$ cat config.mk
export PLATFORM = sky130hd
export DESIGN_NAME = lsu_axi_master
export DESIGN_NICKNAME = d
export VERILOG_FILES = /design/src/rtl/lsu_axi_master.sv
export SDC_FILE = /design/constraint.sdc
export NUM_CORES = 1
export LEC_CHECK = 0
export ABC_AREA = 1
export BUFFER_PORTS_ARGS = -buffer_cell sky130_fd_sc_hd__buf_2
export CAP_MARGIN = 15
export CORE_MARGIN = 3
export CORE_UTILIZATION = 30
export DETAILED_ROUTE_END_ITERATION = 16
export HOLD_SLACK_MARGIN = 0.15
export PLACE_DENSITY = 0.63
export SYNTH_ARGS = -nofsm -noshare
export SYNTH_HDL_FRONTEND = slang
export SYNTH_SLANG_ARGS = --single-unit
$ cat constraint.sdc
create_clock -name clk -period 1.9 [get_ports clk]
set_input_delay 0.38 -clock clk [delete_from_list [all_inputs] [get_ports clk]]
set_output_delay 0.38 -clock clk [all_outputs]
set_load 0.05 [all_outputs]
$ cat src/rtl/lsu_axi_master.sv
`default_nettype none
// ============================================================================
//  Module      : lsu_axi_master
//  Description : AXI4-Lite initiator for the load/store unit. Accepts one
//                byte/half/word request at a time, issues a single
//                word-aligned beat on AR/R or AW/W/B, builds write strobes,
//                extracts and extends load data, and returns one response.
//  Revision    : 1.0  initial release
// ============================================================================
module lsu_axi_master (
  input  logic        clk,
  input  logic        rst,
  // execute-stage request
  input  logic        req_valid,
  output logic        req_ready,
  input  logic        req_wen,
  input  logic [31:0] req_addr,
  input  logic [31:0] req_wdata,
  input  logic [1:0]  req_size,
  input  logic        req_unsigned,
  // execute-stage response
  output logic        resp_valid,
  input  logic        resp_ready,
  output logic [31:0] resp_rdata,
  output logic        resp_err,
  // AXI4-Lite read address / data
  output logic [31:0] maxi_araddr,
  output logic        maxi_arvalid,
  input  logic        maxi_arready,
  input  logic [31:0] maxi_rdata,
  input  logic [1:0]  maxi_rresp,
  input  logic        maxi_rvalid,
  output logic        maxi_rready,
  // AXI4-Lite write address / data / response
  output logic [31:0] maxi_awaddr,
  output logic        maxi_awvalid,
  input  logic        maxi_awready,
  output logic [31:0] maxi_wdata,
  output logic [3:0]  maxi_wstrb,
  output logic        maxi_wvalid,
  input  logic        maxi_wready,
  input  logic [1:0]  maxi_bresp,
  input  logic        maxi_bvalid,
  output logic        maxi_bready
);

  localparam logic [1:0] SIZE_BYTE = 2'd0;
  localparam logic [1:0] SIZE_HALF = 2'd1;
  localparam logic [1:0] SIZE_WORD = 2'd2;

  typedef enum logic [2:0] {
    IDLE    = 3'd0,
    RD_ADDR = 3'd1,
    RD_DATA = 3'd2,
    WR_REQ  = 3'd3,
    WR_RESP = 3'd4,
    RESP    = 3'd5
  } state_t;

  state_t      state;
  state_t      state_next;

  // Request attributes held for the whole transaction.
  logic [1:0]  offset;
  logic [1:0]  offset_next;
  logic [1:0]  size;
  logic [1:0]  size_next;
  logic        zext;
  logic        zext_next;

  // Next values of every registered output.
  logic        req_ready_next;
  logic        resp_valid_next;
  logic [31:0] resp_rdata_next;
  logic        resp_err_next;
  logic [31:0] araddr_next;
  logic        arvalid_next;
  logic        rready_next;
  logic [31:0] awaddr_next;
  logic        awvalid_next;
  logic [31:0] wdata_next;
  logic [3:0]  wstrb_next;
  logic        wvalid_next;
  logic        bready_next;

  // Handshake bookkeeping for the write address/data pair.
  logic        aw_done;
  logic        w_done;
  logic        misaligned;

  // Size 3 is never legal; halves need an even address, words a 4-byte one.
  function automatic logic is_misaligned(input logic [1:0] sz, input logic [1:0] off);
    logic bad;
    case (sz)
      SIZE_BYTE: bad = 1'b0;
      SIZE_HALF: bad = off[0];
      SIZE_WORD: bad = (off != 2'b00);
      default:   bad = 1'b1;
    endcase
    return bad;
  endfunction

  // Byte lanes touched by an aligned access starting at lane 'off'.
  function automatic logic [3:0] make_strobe(input logic [1:0] sz, input logic [1:0] off);
    logic [3:0] strb;
    case (sz)
      SIZE_BYTE: strb = 4'b0001 << off;
      SIZE_HALF: strb = 4'b0011 << off;
      default:   strb = 4'b1111 << off;
    endcase
    return strb;
  endfunction

  // Move the addressed bytes down to bit 0 and sign- or zero-extend them.
  function automatic logic [31:0] extend_load(input logic [31:0] word,
                                              input logic [1:0]  off,
                                              input logic [1:0]  sz,
                                              input logic        zero_ext);
    logic [31:0] shifted;
    logic [31:0] result;
    shifted = word >> {off, 3'b000};
    case (sz)
      SIZE_BYTE: result = {{24{~zero_ext & shifted[7]}},  shifted[7:0]};
      SIZE_HALF: result = {{16{~zero_ext & shifted[15]}}, shifted[15:0]};
      default:   result = shifted;
    endcase
    return result;
  endfunction

  assign misaligned = is_misaligned(req_size, req_addr[1:0]);
  assign aw_done    = ~maxi_awvalid | maxi_awready;
  assign w_done     = ~maxi_wvalid  | maxi_wready;

  // Next-state and next-output decode; every output holds unless changed.
  always_comb begin
    state_next      = state;
    offset_next     = offset;
    size_next       = size;
    zext_next       = zext;
    req_ready_next  = req_ready;
    resp_valid_next = resp_valid;
    resp_rdata_next = resp_rdata;
    resp_err_next   = resp_err;
    araddr_next     = maxi_araddr;
    arvalid_next    = maxi_arvalid;
    rready_next     = maxi_rready;
    awaddr_next     = maxi_awaddr;
    awvalid_next    = maxi_awvalid;
    wdata_next      = maxi_wdata;
    wstrb_next      = maxi_wstrb;
    wvalid_next     = maxi_wvalid;
    bready_next     = maxi_bready;

    case (state)
      IDLE: begin
        if (req_valid) begin
          offset_next    = req_addr[1:0];
          size_next      = req_size;
          zext_next      = req_unsigned;
          req_ready_next = 1'b0;
          if (misaligned) begin
            // Rejected locally: answer next cycle without touching the bus.
            resp_valid_next = 1'b1;
            resp_err_next   = 1'b1;
            resp_rdata_next = 32'h0;
            state_next      = RESP;
          end else if (req_wen) begin
            awaddr_next  = {req_addr[31:2], 2'b00};
            wdata_next   = req_wdata << {req_addr[1:0], 3'b000};
            wstrb_next   = make_strobe(req_size, req_addr[1:0]);
            awvalid_next = 1'b1;
            wvalid_next  = 1'b1;
            state_next   = WR_REQ;
          end else begin
            araddr_next  = {req_addr[31:2], 2'b00};
            arvalid_next = 1'b1;
            state_next   = RD_ADDR;
          end
        end
      end

      RD_ADDR: begin
        if (maxi_arready) begin
          arvalid_next = 1'b0;
          rready_next  = 1'b1;
          state_next   = RD_DATA;
        end
      end

      RD_DATA: begin
        if (maxi_rvalid) begin
          rready_next     = 1'b0;
          resp_valid_next = 1'b1;
          resp_rdata_next = extend_load(maxi_rdata, offset, size, zext);
          resp_err_next   = (maxi_rresp != 2'b00);
          state_next      = RESP;
        end
      end

      WR_REQ: begin
        // Address and data channels retire independently, in either order.
        if (maxi_awready) begin
          awvalid_next = 1'b0;
        end
        if (maxi_wready) begin
          wvalid_next = 1'b0;
        end
        if (aw_done && w_done) begin
          bready_next = 1'b1;
          state_next  = WR_RESP;
        end
      end

      WR_RESP: begin
        if (maxi_bvalid) begin
          bready_next     = 1'b0;
          resp_valid_next = 1'b1;
          resp_rdata_next = 32'h0;
          resp_err_next   = (maxi_bresp != 2'b00);
          state_next      = RESP;
        end
      end

      RESP: begin
        if (resp_ready) begin
          resp_valid_next = 1'b0;
          req_ready_next  = 1'b1;
          state_next      = IDLE;
        end
      end

      default: begin
        state_next     = IDLE;
        req_ready_next = 1'b1;
      end
    endcase
  end

  // State, held request attributes and all outputs are registered here.
  always_ff @(posedge clk) begin
    if (rst) begin
      state        <= IDLE;
      offset       <= 2'b00;
      size         <= 2'b00;
      zext         <= 1'b0;
      req_ready    <= 1'b1;
      resp_valid   <= 1'b0;
      resp_rdata   <= 32'h0;
      resp_err     <= 1'b0;
      maxi_araddr  <= 32'h0;
      maxi_arvalid <= 1'b0;
      maxi_rready  <= 1'b0;
      maxi_awaddr  <= 32'h0;
      maxi_awvalid <= 1'b0;
      maxi_wdata   <= 32'h0;
      maxi_wstrb   <= 4'h0;
      maxi_wvalid  <= 1'b0;
      maxi_bready  <= 1'b0;
    end else begin
      state        <= state_next;
      offset       <= offset_next;
      size         <= size_next;
      zext         <= zext_next;
      req_ready    <= req_ready_next;
      resp_valid   <= resp_valid_next;
      resp_rdata   <= resp_rdata_next;
      resp_err     <= resp_err_next;
      maxi_araddr  <= araddr_next;
      maxi_arvalid <= arvalid_next;
      maxi_rready  <= rready_next;
      maxi_awaddr  <= awaddr_next;
      maxi_awvalid <= awvalid_next;
      maxi_wdata   <= wdata_next;
      maxi_wstrb   <= wstrb_next;
      maxi_wvalid  <= wvalid_next;
      maxi_bready  <= bready_next;
    end
  end

endmodule
`default_nettype wire

==> results.tsv, run 1 <==
stage	metric	value	unit
sta	RSZ-0062 raised after global routing	false	
setup_path	R2R Path Start	state[1]	
floorplanning	chip height	157	µm
synth	top-count cell post-synth	nor2_1	
final_layout	area taken by flip-flops and latches	2880	µm²
synth	cell count after synthesis	985	
global_routing	largest net degree at the start of global routing	87	
final_layout	fin nets	1329	
floorplanning	Ports	253	
worst_hold_path	Worst Hold Depth	3	
sta	Slew headroom	0.599	
setup_path	CP required	2.25	ns
sta	clock skew	0.0124	ns
sta	Worst Tran Pin Value	0.602	ns
synth	Async S/R FF share, synth	0	
global_routing	total global-route track usage	0.172	
setup_path	WS Path Type	reg -> reg	
route	detailed router's first-iteration violation count	436	
clock_network	clk_lat worst skew	0.43	ns
clock_network	CTS Hold Bufs	0	
clock_network	PostCTS Resize Cnt	0	
synth	Post-Syn Area	6810	µm²
place	DPL Wire Length	16200	µm
route	1st-pass router iterations	5	
synth	post-synthesis sequential area ratio	0.423	
final_layout	fin cells	1510	
synth	synth warn	0	
power_and_ir_drop	LEAKAGE	4.29	nW
route	vias	7204	
final_layout	area growth from synthesis to layout	30.8	%
place	Port Buffer Count	248	
synth	Most used DFF post-synth	dfxtp_1	
power_and_ir_drop	total power draw	11.5	mW
setup_path	CP peak stage delay	0.37	ns
setup_path	Data arrival, critical path	2.05	ns
synth	Distinct cells, synth	35	
route	Detail Route Antenna Nets	0	
sta	fmax	588	MHz
route	Post-Route WL	22000	µm
clock_network	post-CTS setup buffer count	0	
floorplanning	Die Span X	157	µm
power_and_ir_drop	power per cell area	1290	nW/µm²
setup_path	Worst Setup SP	state[1]	
final_layout	Multi-input gate area	3330	µm²
sta	setup slack after layout	0.199	ns
floorplanning	die area	24500	µm²
global_routing	total grt overflow	0	
place	Placed Cells	1477	
floorplanning	core footprint	22100	µm²
route	Remaining DRCs	0	
clock_network	Max Root-Sink Buffers	2	
sta	final setup vio count	0	
sta	Tmin final	1.70	ns
global_routing	antenna violations before repair	2	
sta	final hold viol count	0	
synth	top post-synthesis cells by area	dfxtp_1 42%, nor2_1 13%, o21ai_0 11%, nand2_1 8.8%, nand3_1 4.4%	
clock_network	CTS clk-pin slew, worst paths	0.08	ns
clock_network	CTS root buf	clkbuf_16	
floorplanning	Initial Util	0.308	
synth	post-synthesis area per instance	6.92	µm²
synth	Synth top area share	0.423	
global_routing	number of global-route vias before repair	6649	
route	routed len/inst	14.5	µm
global_routing	first-pass GRT wire length	34200	µm
place	pre-CTS WS	0.0548	ns
sta	final worst-path cycle share	0.895	
power_and_ir_drop	Max VDD drop	0.520	mV
route	detail-routed via count per cell	4.77	
worst_hold_path	Worst Hold Launch	req_addr[30]	
final_layout	final core occ	0.403	
sta	max-slew violations	0	
setup_path	Reg2Reg Depth	7	
clock_network	clock sinks	144	
setup_path	CP Max Fanout	17	
final_layout	share of cells above drive strength 1	0.288	
synth	number of flops mapped to enable cells by yosys	0	
status	outcome	complete, no violations	
flow_run	maxcap violations	0	
setup_path	crit start category	flop	
place	GP Congestion	0.859	
sta	setup tns final	0	ns
setup_path	Critical Path, Cell by Cell	buf_4 > nand2_1 > nor2_1 > inv_2 > nor2_4 > nand3_1 > a21oi_1	
setup_path	critical path capture point type	flop	
floorplanning	row cnt	54	
clock_network	htree depth	4	
synth	Post-synth top cells	230 x nor2_1, 159 x nand2_1, 147 x o21ai_0, 144 x dfxtp_1, 60 x nand3_1	
clock_network	total CTS buffers	17	
worst_hold_path	HP Class	in -> reg	
clock_network	CTS tree	yes	
final_layout	# fillers	2356	
setup_path	Worst path slowest cell	dfxtp_1	
synth	most area-hungry cell type in the Yosys netlist	dfxtp_1	
synth	Yosys reg bits	144	
[cells in the final DEF (no fill, tap or decap), drive strengths merged]
master,instances
nand3,63
a21oi,66
clkinv,8
o21ai,153
nor2,237
o22ai,2
conb,4
nor3,1
a21boi,9
buf,280
o21a,1
diode,1
nand2,164
a31oi,1
o211ai,7
clkbuf,17
nand4,8
inv,61
o311ai,1
nand3b,2
dfxtp,144
[layer usage]
metal,up-vias,global-route usage,share of wire
li1,3661,-,-
met1,3248,0.221,0.44
met2,263,0.280,0.46
met3,30,0.0564,0.081
met4,2,0.0446,0.013
met5,-,0,0.00059
[worst max-delay path, delay by kind of cell (launching register included)]
kind	cells	cell delay [ns]
AO/OA/AOI/OAI	1	0.16
buffers and inverters	2	0.30
flip-flops	1	0.37
AND/OR/NAND/NOR	4	0.79
[where the power goes]
part | total, mW | switching (mW) | internal [mW]
clock network | 3.41 | 1.61 | 1.80
registers | 3.62 | 0.237 | 3.38
logic | 4.48 | 3.22 | 1.26
total | 11.5 | 5.07 | 6.44
[state kept, by name (all words and copies together), names as in the netlist]
name / count
maxi_rready: 1
maxi_arvalid: 1
maxi_wstrb: 4
maxi_araddr: 30
maxi_awaddr: 30
maxi_awvalid: 1
resp_valid: 1
maxi_bready: 1
zext: 1
req_ready: 1
state: 3
maxi_wvalid: 1
resp_err: 1
size: 2
maxi_wdata: 32
offset: 2
resp_rdata: 32
[cell families after synthesis]
family | share of synthesized area
compound gates | 0.189
buf+inv | 0.0893
flops | 0.423
other cells | 0.000551
simple gates | 0.298
[worst paths after layout]
kind                                   endpoint  slack [ns]
worst max-delay path              resp_rdata[6]        0.20
worst min-delay path            maxi_awaddr[30]        0.19
worst max register to register    resp_rdata[6]        0.20
worst min register to register   resp_rdata[14]        0.46
[layout make-up]
cell class | count | share of cell area
repair buffers | 280 | 0.171
inverters | 54 | 0.0233
clock inverters | 15 | 0.0206
flip-flops and latches | 144 | 0.324
diodes | 1 | 0.000281
clock buffers | 17 | 0.0478
well taps | 280 | 0.0393
multi-input cells | 719 | 0.374
[per-stage QoR]
stage | hold WS [ns] | cell area (µm²)
floorplan | 0.464 | 6820
global placement | 0.444 | 8290
detailed placement | 0.449 | 8290
CTS | 0.162 | 8900
global route | 0.180 | 8910
finish | 0.189 | 8910
No activity file was read; power rests on OpenSTA's default activity.
==> run 2: changes to the inputs <==
- GPL_TIMING_DRIVEN: default -> 0
==> results.tsv, run 2 (same netlist as run 1, synthesis figures left out) <==
stage	metric	value	unit
floorplanning	die area	24500	µm²
global_routing	antenna violations before repair	0	
sta	Worst Tran Pin Value	0.739	ns
power_and_ir_drop	Clk pwr share	0.290	
floorplanning	Die Span X	157	µm
power_and_ir_drop	power per cell area	1280	nW/µm²
sta	Tmin final	1.75	ns
route	1st-pass router iterations	5	
setup_path	crit start category	flop	
sta	Slew headroom	0.507	
sta	Hold Slack	0.186	ns
sta	fmax	571	MHz
setup_path	Data arrival, critical path	2.07	ns
power_and_ir_drop	Pint	6.41	mW
sta	final worst-path cycle share	0.922	
status	outcome	complete, no violations	
setup_path	CP Max Fanout	10	
clock_network	CTS root buf	clkbuf_16	
power_and_ir_drop	LEAKAGE	4.36	nW
setup_path	Worst path slowest cell	dfxtp_1	
global_routing	first-pass GRT wire length	36600	µm
power_and_ir_drop	Reg power frac	0.312	
route	Detail Route Antenna Nets	0	
final_layout	commonest cells after routing, fill and taps aside	265 x buf_2, 230 x nor2_1, 158 x nand2_1	
route	Post-Route WL	23900	µm
final_layout	# fillers	2359	
floorplanning	chip height	157	µm
global_routing	total grt overflow	0	
floorplanning	row cnt	54	
route	Remaining DRCs	0	
power_and_ir_drop	Gate power share	0.398	
worst_hold_path	HP Class	in -> reg	
sta	RSZ-0062 raised after global routing	false	
final_layout	fin nets	1368	
route	routed len/inst	15.4	µm
place	GP Congestion	0.953	
final_layout	top flop regs	maxi_wdata: 32 flops, resp_rdata: 32 flops	
global_routing	total global-route track usage	0.188	
final_layout	post-route cell area	9050	µm²
final_layout	fin cells	1548	
power_and_ir_drop	Sw Share	0.445	
final_layout	antenna cells	0	
setup_path	r2r setup slk	0.15	ns
place	Placed Cells	1515	
clock_network	CTS clk-pin slew, worst paths	0.07	ns
clock_network	total CTS buffers	17	
sta	setup tns final	0	ns
sta	final hold viol count	0	
final_layout	most common cell after layout, fill and taps aside	buf_2	
setup_path	WS Path Type	reg -> reg	
clock_network	htree depth	4	
clock_network	CTS Hold Bufs	0	
global_routing	number of global-route vias before repair	7006	
route	detail-routed via count per cell	4.79	
setup_path	Crit path max-delay family	simple AND/OR/NAND/NOR gates	
route	vias	7409	
power_and_ir_drop	switching power	5.13	mW
floorplanning	Initial Util	0.308	
sta	max-slew violations	0	
place	placed inst area	8410	µm²
sta	clock skew	0.0146	ns
route	detailed router's first-iteration violation count	420	
place	DPL Wire Length	18500	µm
sta	setup slack after layout	0.148	ns
place	Port Buffer Count	247	
place	pre-CTS WS	-0.228	ns
clock_network	Max Root-Sink Buffers	2	
setup_path	CP peak stage delay	0.31	ns
global_routing	largest net degree at the start of global routing	18	
floorplanning	core footprint	22100	µm²
sta	final setup vio count	0	
final_layout	share of cells above drive strength 1	0.286	
setup_path	critical path capture point type	flop	
clock_network	clock sinks	144	
setup_path	CP required	2.22	ns
setup_path	total buffers and inverters traversed by the critical path	3	
flow_run	maxcap violations	0	
final_layout	area growth from synthesis to layout	32.8	%
clock_network	clk_lat worst skew	0.43	ns
setup_path	Critical Path, Cell by Cell	buf_6 > nor2_4 > nand2_2 > nor2_8 > inv_4 > nor2_2 > nand2_4 > buf_2 > o21ai_0 > nor2_1	
power_and_ir_drop	Max VDD drop	0.555	mV
floorplanning	Ports	253	
clock_network	CTS tree	yes	
run 2: changes by cell type in the layout (fill, tap and decap cells not counted), sizes merged:
cell      change
diode         -1
buf           +9
clkinvlp      +3
clkbuf       +30
inv           -3
run 2: layout make-up:
| type | instances | area (µm²) | share of cell area |
|---|---|---|---|
| sequential | 144 | 2880 | 0.319 |
| multi-input combinational | 719 | 3350 | 0.370 |
| clock inverter | 15 | 174 | 0.0192 |
| timing repair buffer | 249 | 1250 | 0.138 |
| inverter | 54 | 209 | 0.0231 |
| tap | 280 | 350 | 0.0387 |
| buffer | 70 | 407 | 0.0449 |
| clock buffer | 17 | 425 | 0.0470 |
run 2: final timing paths:
check	endpoint	from	cells after the start
setup / recovery	maxi_araddr[11]	state[0]	10
hold / removal	maxi_awaddr[3]	req_addr[3]	3
setup reg to reg	maxi_araddr[11]	state[0]	10
hold reg to reg	resp_rdata[14]	resp_rdata[14]	2
run 2: timing repair:
action,in CTS,in global routing
setup endpoints to repair,17,48
hold endpoints to repair,0,0
buffers inserted,0,2
pin swaps,0,2
resized for setup,3,16
run 2: routing by layer:
layer | up-vias | track usage | part of all wire
li1 | 3745 | - | -
met4 | 0 | 0.0588 | 0.019
met2 | 268 | 0.310 | 0.46
met5 | - | 0 | 0
met3 | 31 | 0.0539 | 0.075
met1 | 3365 | 0.238 | 0.44
run 2: stage by stage:
stage	total power, mW	util
detailed placement	8.20	0.381
finish	11.5	0.410
CTS	11.6	0.408
floorplan	7.02	-
global route	12.2	0.410
global placement	8.16	0.381
run 2: worst reg2reg max path, delay by kind of cell (launching register included):
kind	cells	cell delay [ns]
simple gates	6	0.76
buf+inv	3	0.43
flops	1	0.31
compound gates	1	0.16
run 2: power groups by stage:
stage | clock network, mW | logic (mW) | registers, mW
after floorplan | 0 | 2.36 | 4.66
after global placement | 0 | 4.52 | 3.65
after detailed placement | 0 | 4.55 | 3.65
after CTS | 3.43 | 4.57 | 3.58
after global routing | 3.54 | 5.05 | 3.64
final | 3.35 | 4.60 | 3.60
==> run 3: changes to the inputs <==
- ABC_CLOCK_PERIOD_IN_PS: default -> 1900
- BUFFER_PORTS_ARGS: -buffer_cell sky130_fd_sc_hd__buf_2 -> default
- DONT_BUFFER_PORTS: default -> 1
- PLACE_DENSITY: 0.63 -> 0.54
- SLEW_MARGIN: default -> 20
==> results.tsv, run 3 (same netlist as run 1, synthesis figures left out) <==
stage	metric	value	unit
status	outcome	complete, no violations	
sta	setup tns final	0	ns
power_and_ir_drop	Sw Share	0.445	
final_layout	share of cells above drive strength 1	0.117	
place	Placed Cells	1268	
route	detail-routed via count per cell	4.96	
route	routed len/inst	18.0	µm
flow_run	maxcap violations	0	
place	Port Buffer Count	0	
sta	final setup vio count	0	
clock_network	CTS root buf	clkbuf_16	
power_and_ir_drop	switching power	5.14	mW
clock_network	Max Root-Sink Buffers	2	
setup_path	CP Capture Point	maxi_araddr[15]	
setup_path	crit start category	flop	
power_and_ir_drop	power per cell area	1400	nW/µm²
place	placed inst area	7170	µm²
floorplanning	die area	24500	µm²
route	vias	6662	
global_routing	antenna violations before repair	0	
setup_path	critical path capture point type	flop	
final_layout	top flop regs	maxi_wdata: 32 flops, resp_rdata: 32 flops	
place	DPL Wire Length	18300	µm
worst_hold_path	HP Class	in -> reg	
sta	setup slack after layout	0.132	ns
power_and_ir_drop	Max VDD drop	0.569	mV
setup_path	r2r setup slk	0.13	ns
global_routing	total grt overflow	0	
floorplanning	chip height	157	µm
setup_path	R2R Path Start	state[0]	
route	1st-pass router iterations	5	
setup_path	CP required	2.22	ns
power_and_ir_drop	Gate power share	0.283	
power_and_ir_drop	Clk pwr share	0.309	
power_and_ir_drop	Pint	6.40	mW
place	GP Congestion	0.944	
route	Detail Route Antenna Nets	0	
route	detailed router's first-iteration violation count	404	
final_layout	area growth from synthesis to layout	21.4	%
floorplanning	Die Span X	157	µm
worst_hold_path	Worst Hold Launch	maxi_wready	
floorplanning	Initial Util	0.308	
route	Remaining DRCs	0	
sta	RSZ-0062 raised after global routing	false	
sta	Slew headroom	0.528	
floorplanning	row cnt	54	
power_and_ir_drop	LEAKAGE	3.38	nW
setup_path	Reg2Reg Depth	10	
clock_network	clk_lat worst skew	0.43	ns
setup_path	worst reg2reg endpoint	maxi_araddr[15]	
sta	Hold Slack	0.179	ns
place	pre-CTS WS	-0.222	ns
route	Post-Route WL	24300	µm
floorplanning	Ports	253	
sta	clock skew	0.0120	ns
global_routing	total global-route track usage	0.191	
sta	final hold viol count	0	
power_and_ir_drop	Reg power frac	0.408	
sta	max-slew violations	0	
setup_path	Worst Setup SP	state[0]	
setup_path	WS Path Type	reg -> reg	
clock_network	clock sinks	144	
global_routing	largest net degree at the start of global routing	19	
setup_path	Data arrival, critical path	2.09	ns
clock_network	CTS tree	yes	
final_layout	fin cells	1344	
final_layout	antenna cells	0	
floorplanning	core footprint	22100	µm²
clock_network	total CTS buffers	17	
final_layout	fin nets	1164	
final_layout	commonest cells after routing, fill and taps aside	230 x nor2_1, 158 x nand2_1, 146 x o21ai_0	
sta	final worst-path cycle share	0.931	
sta	fmax	566	MHz
clock_network	htree depth	4	
final_layout	most common cell after layout, fill and taps aside	nor2_1	
setup_path	CP Max Fanout	10	
final_layout	post-route cell area	8270	µm²
global_routing	number of global-route vias before repair	6391	
sta	Tmin final	1.77	ns
sta	Worst Tran Pin Value	0.708	ns
clock_network	CTS clk-pin slew, worst paths	0.07	ns
global_routing	first-pass GRT wire length	36400	µm
[run 3: cell count changes in the layout (fill, tap and decap cells not counted), sizes merged]
cell and delta:
buf -244, clkbuf +2, inv +1, clkinvlp -2, dlygate4sd3 +38, bufinv +1
[run 3: routing by layer]
| layer | GRT usage | vias up | routed length, µm |
|---|---|---|---|
| met5 | 0 | - | 0 |
| met4 | 0.0700 | 0 | 617 |
| met3 | 0.0763 | 42 | 2630 |
| met2 | 0.302 | 280 | 11100 |
| met1 | 0.235 | 3010 | 9930 |
| li1 | - | 3330 | - |
[run 3: cell type report]
| class | instances | area, µm² |
|---|---|---|
| Timing Repair Buffer | 44 | 425 |
| Clock inverter | 15 | 215 |
| Sequential cell | 144 | 2880 |
| Clock buffer | 17 | 425 |
| Inverter | 54 | 209 |
| Fill cell | 2376 | 13800 |
| Buffer | 71 | 412 |
| Multi-Input combinational cell | 719 | 3350 |
| Tap cell | 280 | 350 |
[run 3: repair_timing]
item                       4_1_cts  5_1_grt
hold buffers                    38        0
setup endpoints to repair       20       60
buffers inserted                 0        6
hold endpoints to repair        68        0
pin swaps                        0        2
gates resized for setup          5       11
[run 3: worst min-delay path by stage]
| stage | to | slack (ns) | depth (start not counted) |
|---|---|---|---|
| after global placement | zext | 0.50 | 2 |
| after global routing | maxi_wvalid | 0.17 | 3 |
| after floorplan | zext | 0.46 | 2 |
| after detailed placement | zext | 0.50 | 2 |
| after CTS | maxi_wvalid | 0.16 | 3 |
| final | maxi_wvalid | 0.18 | 3 |
[run 3: metrics by stage]
| stage | util | total power, mW |
|---|---|---|
| after floorplan | - | 7.02 |
| after global placement | 0.325 | 7.85 |
| after detailed placement | 0.325 | 7.86 |
| after CTS | 0.371 | 11.5 |
| after global routing | 0.374 | 12.2 |
| final | 0.374 | 11.5 |
[run 3: worst max-delay path: stages, from the launching register on]
cell and delay (ns):
dfxtp_1 0.31, buf_6 0.13, nor2_4 0.17, nand2_2 0.13, nor2_8 0.15, inv_4 0.08
nor2_2 0.11, nand2_2 0.12, clkbuf_4 0.22, o21ai_0 0.18, nor2_1 0.06
[run 3: power groups by stage]
stage / Sequential, mW / Combinational (mW) / Clock (mW)
2_1_floorplan: 4.66 / 2.36 / 0
3_3_place_gp: 4.78 / 3.07 / 0
3_5_place_dp: 4.78 / 3.08 / 0
4_1_cts: 4.71 / 3.18 / 3.64
5_1_grt: 4.75 / 3.69 / 3.77
6_report: 4.71 / 3.27 / 3.57
